$ cat src/rtl/mem_access_ctrl.sv
// MEM-stage data-memory access sequencer: decodes mem_op, runs one req/ready bus
// transaction per legal load/store, stalls the pipeline meanwhile and returns extended load data.
module mem_access_ctrl #(
    parameter int TIMEOUT = 256
) (
    input  logic        clk,
    input  logic        rst_n,
    input  logic        valid_i,
    input  logic        flush_i,
    input  logic [4:0]  mem_op_i,
    input  logic [31:0] addr_i,
    input  logic [31:0] wdata_i,
    output logic        stall_o,
    output logic [31:0] rdata_o,
    output logic        rdata_valid_o,
    output logic        misalign_o,
    output logic        illegal_o,
    output logic        bus_err_o,
    output logic        dm_req_o,
    output logic        dm_we_o,
    output logic [31:0] dm_addr_o,
    output logic [3:0]  dm_be_o,
    output logic [31:0] dm_wdata_o,
    input  logic        dm_ready_i,
    input  logic [31:0] dm_rdata_i
);
    localparam int CW = $clog2(TIMEOUT);

    typedef enum logic [1:0] {S_IDLE, S_ACCESS, S_DONE, S_ERR} state_t;

    state_t      r_state, w_state_nxt;
    logic [CW-1:0] r_cnt;
    logic        r_we;
    logic [2:0]  r_size;
    logic [1:0]  r_off;
    logic [29:0] r_waddr;
    logic [3:0]  r_be;
    logic [31:0] r_wdata;
    logic        r_discard;
    logic [31:0] r_rdata;

    logic        w_store, w_load, w_access, w_size_ok;
    logic        w_illegal, w_misalign, w_accept;
    logic [2:0]  w_size;
    logic [3:0]  w_be;
    logic [31:0] w_wdata;
    logic [7:0]  w_byte;
    logic [15:0] w_half;
    logic [31:0] w_ext;
    logic        w_timeout;

    assign w_store  = mem_op_i[4];
    assign w_load   = mem_op_i[3];
    assign w_size   = mem_op_i[2:0];
    assign w_access = valid_i & ~flush_i & (w_load | w_store);

    // Encodings 011/110 are unassigned, so they are rejected for both directions.
    assign w_size_ok = w_load ? (w_size inside {3'b000, 3'b001, 3'b010, 3'b100, 3'b101})
                              : (w_size inside {3'b000, 3'b001, 3'b010});
    assign w_illegal  = w_access & ((w_load & w_store) | ~w_size_ok);
    assign w_misalign = w_access & ~w_illegal &
                        (((w_size[1:0] == 2'b01) & addr_i[0]) |
                         ((w_size[1:0] == 2'b10) & (addr_i[1:0] != 2'b00)));
    assign w_accept   = w_access & ~w_illegal & ~w_misalign;

    always_comb begin
        w_be    = 4'b1111;
        w_wdata = wdata_i;
        case (w_size[1:0])
            2'b00: begin
                w_be    = 4'b0001 << addr_i[1:0];
                w_wdata = {4{wdata_i[7:0]}};
            end
            2'b01: begin
                w_be    = addr_i[1] ? 4'b1100 : 4'b0011;
                w_wdata = {2{wdata_i[15:0]}};
            end
            default: ;
        endcase
    end

    always_comb begin
        case (r_off)
            2'b00:   w_byte = dm_rdata_i[7:0];
            2'b01:   w_byte = dm_rdata_i[15:8];
            2'b10:   w_byte = dm_rdata_i[23:16];
            default: w_byte = dm_rdata_i[31:24];
        endcase
        w_half = r_off[1] ? dm_rdata_i[31:16] : dm_rdata_i[15:0];
        case (r_size)
            3'b000:  w_ext = {{24{w_byte[7]}}, w_byte};
            3'b001:  w_ext = {{16{w_half[15]}}, w_half};
            3'b100:  w_ext = {24'd0, w_byte};
            3'b101:  w_ext = {16'd0, w_half};
            default: w_ext = dm_rdata_i;
        endcase
    end

    assign w_timeout = (r_cnt == CW'(TIMEOUT - 1));

    always_ff @(posedge clk or negedge rst_n) begin
        if (!rst_n) r_state <= S_IDLE;
        else        r_state <= w_state_nxt;
    end

    always_comb begin
        w_state_nxt   = r_state;
        stall_o       = 1'b0;
        illegal_o     = 1'b0;
        misalign_o    = 1'b0;
        dm_req_o      = 1'b0;
        bus_err_o     = 1'b0;
        rdata_valid_o = 1'b0;
        case (r_state)
            S_IDLE: begin
                illegal_o  = w_illegal;
                misalign_o = w_misalign;
                if (w_accept) begin
                    stall_o     = 1'b1;
                    w_state_nxt = S_ACCESS;
                end
            end
            S_ACCESS: begin
                dm_req_o = 1'b1;
                stall_o  = 1'b1;
                if (dm_ready_i)     w_state_nxt = S_DONE;
                else if (w_timeout) w_state_nxt = S_ERR;
            end
            S_DONE: begin
                rdata_valid_o = ~r_we & ~r_discard;
                w_state_nxt   = S_IDLE;
            end
            default: begin
                bus_err_o   = 1'b1;
                w_state_nxt = S_IDLE;
            end
        endcase
    end

    // Bus fields are forced low outside ACCESS so the memory never sees stale lanes.
    assign dm_we_o    = dm_req_o & r_we;
    assign dm_addr_o  = dm_req_o ? {r_waddr, 2'b00} : 32'd0;
    assign dm_be_o    = dm_req_o ? r_be : 4'd0;
    assign dm_wdata_o = dm_req_o ? r_wdata : 32'd0;
    assign rdata_o    = r_rdata;

    always_ff @(posedge clk or negedge rst_n) begin
        if (!rst_n) begin
            r_cnt     <= '0;
            r_we      <= 1'b0;
            r_size    <= 3'd0;
            r_off     <= 2'd0;
            r_waddr   <= 30'd0;
            r_be      <= 4'd0;
            r_wdata   <= 32'd0;
            r_discard <= 1'b0;
            r_rdata   <= 32'd0;
        end else begin
            case (r_state)
                S_IDLE: begin
                    if (w_accept) begin
                        r_cnt     <= '0;
                        r_we      <= w_store;
                        r_size    <= w_size;
                        r_off     <= addr_i[1:0];
                        r_waddr   <= addr_i[31:2];
                        r_be      <= w_be;
                        r_wdata   <= w_wdata;
                        r_discard <= 1'b0;
                    end
                end
                S_ACCESS: begin
                    if (flush_i) r_discard <= 1'b1;
                    if (dm_ready_i) begin
                        // A squashed load must not disturb the last delivered result.
                        if (!r_we && !r_discard && !flush_i) r_rdata <= w_ext;
                    end else if (!w_timeout) begin
                        r_cnt <= r_cnt + 1'b1;
                    end
                end
                default: ;
            endcase
        end
    end

endmodule
$ cat config.mk
export PLATFORM = sky130hd
export DESIGN_NAME = mem_access_ctrl
export DESIGN_NICKNAME = d
export VERILOG_FILES = /design/src/rtl/mem_access_ctrl.sv
export SDC_FILE = /design/constraint.sdc
export NUM_CORES = 1
export LEC_CHECK = 0
export BUFFER_PORTS_ARGS = -buffer_cell sky130_fd_sc_hd__buf_4
export CORE_ASPECT_RATIO = 0.6
export CORE_MARGIN = 1
export CORE_UTILIZATION = 56
export CTS_BUF_LIST = sky130_fd_sc_hd__clkbuf_2 sky130_fd_sc_hd__clkbuf_4 sky130_fd_sc_hd__clkbuf_8
export DETAILED_ROUTE_END_ITERATION = 16
export GPL_ROUTABILITY_DRIVEN = 1
export PLACE_DENSITY = 0.84
export SLEW_MARGIN = 10
export SYNTH_ARGS = -nofsm -noshare
export SYNTH_HDL_FRONTEND = slang
export SYNTH_SLANG_ARGS = --single-unit
$ cat constraint.sdc
create_clock -name clk -period 3.4 [get_ports clk]
set_input_delay 0.68 -clock clk [delete_from_list [all_inputs] [get_ports clk]]
set_output_delay 0.68 -clock clk [all_outputs]
set_load 0.02 [all_outputs]
==> results of run 1 <==
## path summary, 6_finish.rpt
| check | endpoint | depth (start not counted) | slack [ps] |
|---|---|---|---|
| worst max-delay path | dm_addr_o[31] | 4 | 580 |
| worst min-delay path | rdata_o[6]$_DFFE_PN0P_ | 1 | 350 |
| worst max register to register | rdata_o[21]$_DFFE_PN0P_ | 5 | 1040 |
| worst min register to register | r_waddr[2]$_DFFE_PN0P_ | 1 | 480 |
| max in group asynchronous | r_waddr[3]$_DFFE_PN0P_ | 2 | 2240 |
| min in group clk | r_waddr[27]$_DFFE_PN0P_ | 2 | 470 |
## state kept, by name (all words and copies together) (netlist names)
register and flops:
r_off 2, r_discard 1, r_size 3, r_we 1, r_state 2, r_wdata 32
r_waddr 30, r_be 4, r_cnt 8, rdata_o 32
## metrics by stage
step | cells | worst slack, ps | util [%] | hold slack (ps)
floorplan | 561 | 868 | - | 384
global placement | 873 | 694 | 75.4 | 458
detailed placement | 873 | 615 | 75.4 | 467
CTS | 905 | 556 | 79.4 | 385
global route | 905 | 438 | 79.4 | 426
finish | 905 | 576 | 79.4 | 347
## power groups by stage
stage          sequential, uW  clock, uW  combinational (uW)
6_report                 2070       1290                1310
5_1_grt                  2130       1380                1410
4_1_cts                  2070       1320                1320
3_5_place_dp             2080          0                1310
3_3_place_gp             2050          0                1250
2_1_floorplan            2100          0                 722
## cell type report
class                      count  area share [%]
inverter                      10           0.465
sequential                   115            35.7
clock inverter                13            1.85
tap                          135            2.09
multi-input combinational    393            36.0
clock buffer                  19            3.16
timing repair buffer         220            20.8
## cell usage in the layout, fill, tap and decap left out, drive strengths merged, types with 5 or more instances in the layout
master  count
nand2      45
nand3      34
inv        15
a21oi      11
mux2       93
nor2       16
buf       220
nand2b     11
o21ai      30
nor3b      10
nor2b       8
dfrtp     115
mux2i      21
a211oi      8
clkbuf     19
nor3        5
and2       68
## critical path, stage by stage, from the launching register on
cell,delay [ps]
dfrtp_1,500
nor2b_4,330
buf_4,470
and2_1,240
buf_4,150
## per-layer routing
metal / track usage [%] / up-vias / routed length, um
met5: 0 / - / 0
met4: 7.89 / 0 / 180
met3: 10.7 / 19 / 1560
met2: 44.3 / 228 / 7340
met1: 40.1 / 2463 / 7010
li1: - / 2314 / -
## kinds of logic after synthesis
family,synth area share (%)
compound gates,5.54
other cells,0.0621
fa+ha+maj,0.207
buf+inv,4.44
mux,21.2
simple gates,20.6
flops,47.7
xor+xnor,0.290
==> run summary, run 1 <==
Layout cells sized above 1 -> 38.3%
PostCTS Resize Cnt -> 0
Combinational share of power -> 28.0%
DR WL/cell -> 17.8 um
Max-cap viol count -> 0
Filler Cells Inserted -> 645
CTS Buf Count -> 17
Total setup buffers inserted after CTS -> 0
CTS clk-pin slew, worst paths -> 80 ps
Tmin final -> 2820 ps
Dominant cell type by area after synthesis -> dfrtp_1
Cts hold-fix bufs -> 0
Initial DRC Count -> 346
Die Y -> 82.4 um
Seq/Total Area, Yosys -> 47.7%
First-pass GRT wire length -> 24700 um
Initial Util -> 59.4%
Post-route ant nets -> 0
Setup tns final -> 0 ps
Gr ovfl total -> 0
Sw Share -> 33.2%
Cells after Synth -> 560
Max Slew Vio Count -> 0
RSZ-0062 raised after global routing -> no
Vias per cell -> 5.55
Ys async rst share -> 100%
Final WL -> 16100 um
Die area -> 11200 um2
Port Buf Inserts -> 210
Number of global-route vias before repair -> 4868
DRT Pass-1 Iters -> 5
Mapped Area -> 6030 um2
# clock sinks -> 115
Tcrit/Tclk final -> 83.1%
Inserted Diodes -> 0
Slew margin rel. -> 26.9%
Worst endpoint required time -> 2720 ps
Multi-input logic area -> 2900 um2
Fin. Hold Viols -> 0
Endpoints failing setup -> 0
P_sw -> 1550 uW
Final net count -> 864
Row count -> 28
Core Area -> 10200 um2
Gr usage total -> 29.4%
Maximum fanout along the worst path -> 55
Post-route cell area -> 8070 um2
Detailed-route DRC error count -> 0
Main synth FF type -> dfrtp_1
Worst endpoint data arrival time -> 2140 ps
Post-DP HPWL -> 11600 um
Crit path from -> r_state[1]$_DFFE_PN0P_
LEAKAGE -> 0.00405 uW
Crit path kind -> register to output port
FF-to-FF Start -> r_state[1]$_DFFE_PN0P_
Int Pwr -> 3130 uW
Yosys cell types -> 49
Main area contributors after synthesis -> dfrtp_1, mux2_1, and2_1
Maximum number of pins on one net before global-route repair -> 70
Clock Skews -> 17.4 ps
Area delta synth->final -> 33.7%
Clk Latency, worst-skew pair -> 430 ps
Worst vdd ir -> 0.347 mV
Syn avg cell area -> 10.8 um2
Cell area power density -> 580 nW/um2
Hold Path Class -> input pin to async pin
Top cells by count, synth -> dfrtp_1, and2_1, mux2_1
CTS max path bufs -> 2
Most instantiated library cell after synthesis -> dfrtp_1
Synthesized flop and latch total -> 115
H-tree depth -> 4
CTS tree -> yes
Warning count from the yosys run -> 0
Number of flops mapped to enable cells by yosys -> 0
Root buffer cell -> clkbuf_8
Worst-margin pin slew -> 1100 ps
Total number of vias -> 5024
FF/Latch Area -> 2880 um2
RePlAce Congestion -> 0.903
CP Capture Type -> output port
Outcome -> finished, final reports clean
Die X -> 136 um
Total power -> 4680 uW
Placement Cell Area -> 7660 um2
Antenna violations before repair -> 0
CP startpoint kind -> register
Share of Yosys cell area claimed by the top area cell type -> 47.7%
I/O Pins -> 213
Clock share of power -> 27.7%
Sequential power share -> 44.3%
Achievable frequency -> 354 MHz
No activity file was read; power rests on OpenSTA's default activity.
==> run 2, diff against run 1 <==
- CORE_UTILIZATION: 56 -> 52
- PLACE_DENSITY: 0.84 -> 0.79
- clock period: 3.4 -> 2.95 ns (I/O delays scaled with it)
==> run summary, run 2 (synthesis gave the netlist of run 1 again) <==
Clk Latency, worst-skew pair -> 420 ps
Worst vdd ir -> 0.465 mV
Number of global-route vias before repair -> 4942
Setup WS pre-CTS -> 431 ps
Final net count -> 867
Inserted Diodes -> 0
CP Capture Type -> output port
Outcome -> finished, final reports clean
Cell area power density -> 683 nW/um2
Worst path cell trace -> nor2b_4 > buf_4 > and2_1 > buf_4
I/O Pins -> 213
Total number of vias -> 4938
Max Slew Vio Count -> 0
Die X -> 141 um
Die Y -> 85.4 um
Biggest cell delay along the critical path -> 500 ps
Port Buf Inserts -> 210
Vias per cell -> 5.29
Final Non-Filler Cells -> 933
Detailed-route DRC error count -> 0
Hold Path Class -> input pin to async pin
Endpoints failing setup -> 0
Antenna violations before repair -> 0
Initial Util -> 53.4%
Final hold slack -> 266 ps
Final WL -> 15800 um
CP startpoint kind -> register
CTS Buf Count -> 17
Most frequent cell on the critical path -> buf_4
R2R cell count -> 6
Clock Skews -> 10.1 ps
Layout cells sized above 1 -> 38.6%
DRT Pass-1 Iters -> 4
Worst endpoint required time -> 2360 ps
Slowest library cell on the worst path -> dfrtp_1
Worst-margin pin slew -> 842 ps
CTS tree -> yes
Worst endpoint data arrival time -> 1990 ps
Achievable frequency -> 388 MHz
H-tree depth -> 4
Setup tns final -> 0 ps
DR WL/cell -> 16.9 um
Crit path kind -> register to output port
Post-route ant nets -> 0
PostCTS Resize Cnt -> 0
LEAKAGE -> 0.00410 uW
Most frequent cells in the layout -> buf_4, dfrtp_1, and2_1
Cts hold-fix bufs -> 0
Die area -> 12100 um2
Post-DP HPWL -> 11300 um
Tmin final -> 2580 ps
Total setup buffers inserted after CTS -> 0
CTS clk-pin slew, worst paths -> 70 ps
Gr usage total -> 27.6%
RePlAce Congestion -> 0.886
Maximum number of pins on one net before global-route repair -> 71
Maximum fanout along the worst path -> 70
Filler Cells Inserted -> 810
Initial DRC Count -> 230
Dpl cells -> 901
Core Area -> 11300 um2
RSZ-0062 raised after global routing -> no
Slew margin rel. -> 43.9%
Root buffer cell -> clkbuf_8
Gr ovfl total -> 0
Final WS setup -> 372 ps
# clock sinks -> 115
Fin. Hold Viols -> 0
First-pass GRT wire length -> 25400 um
Tcrit/Tclk final -> 87.4%
CTS max path bufs -> 2
Area delta synth->final -> 35.5%
Max-cap viol count -> 0
Row count -> 30
Most common cell after layout, fill and taps aside -> buf_4
[run 2: routing by layer]
layer | vias up | GRT usage (%) | wire length, um
met5 | - | 0 | 0
met4 | 0 | 9.09 | 109
li1 | 2324 | - | -
met1 | 2432 | 38.7 | 7240
met2 | 174 | 39.9 | 7110
met3 | 8 | 9.59 | 1300
[run 2: critical path: cells and delay by family (launching register included)]
family	cells	cell delay, ps
AND/OR/NAND/NOR	2	400
buffers and inverters	2	620
flip-flops	1	500
[run 2: per-stage QoR]
| stage | total power (uW) | utilization [%] | area (um2) |
|---|---|---|---|
| after floorplan | 3250 | - | 6040 |
| after global placement | 3820 | 68.3 | 7720 |
| after detailed placement | 3900 | 68.3 | 7720 |
| after CTS | 5630 | 72.4 | 8180 |
| after global routing | 5900 | 72.4 | 8180 |
| final | 5590 | 72.4 | 8180 |
[run 2: where the power goes]
part / switching, uW / leakage [uW] / internal, uW / total (uW)
Sequential: 308 / 0.00146 / 2060 / 2370
Clock: 669 / 0.000229 / 1040 / 1710
Combinational: 758 / 0.00241 / 753 / 1510
Total: 1730 / 0.00410 / 3850 / 5590
[run 2: cell type report]
class / instances / area (um2) / share of cell area [%]
multi-input combinational: 393 / 2900 / 35.5
sequential: 115 / 2880 / 35.2
timing repair buffer: 223 / 1700 / 20.8
clock buffer: 19 / 255 / 3.12
clock inverter: 13 / 206 / 2.52
tap: 160 / 200 / 2.45
inverter: 10 / 37.5 / 0.459
[run 2: path summary, 6_finish.rpt]
kind	slack, ps	from	endpoint
min in group clk	380	addr_i[16]	r_waddr[14]$_DFFE_PN0P_
worst max-delay path	370	r_state[1]$_DFFE_PN0P_	dm_wdata_o[1]
worst max register to register	750	r_state[1]$_DFFE_PN0P_	rdata_o[0]$_DFFE_PN0P_
worst min-delay path	270	rst_n	r_waddr[1]$_DFFE_PN0P_
worst min register to register	480	r_waddr[8]$_DFFE_PN0P_	r_waddr[8]$_DFFE_PN0P_
max in group asynchronous	1950	rst_n	rdata_o[0]$_DFFE_PN0P_
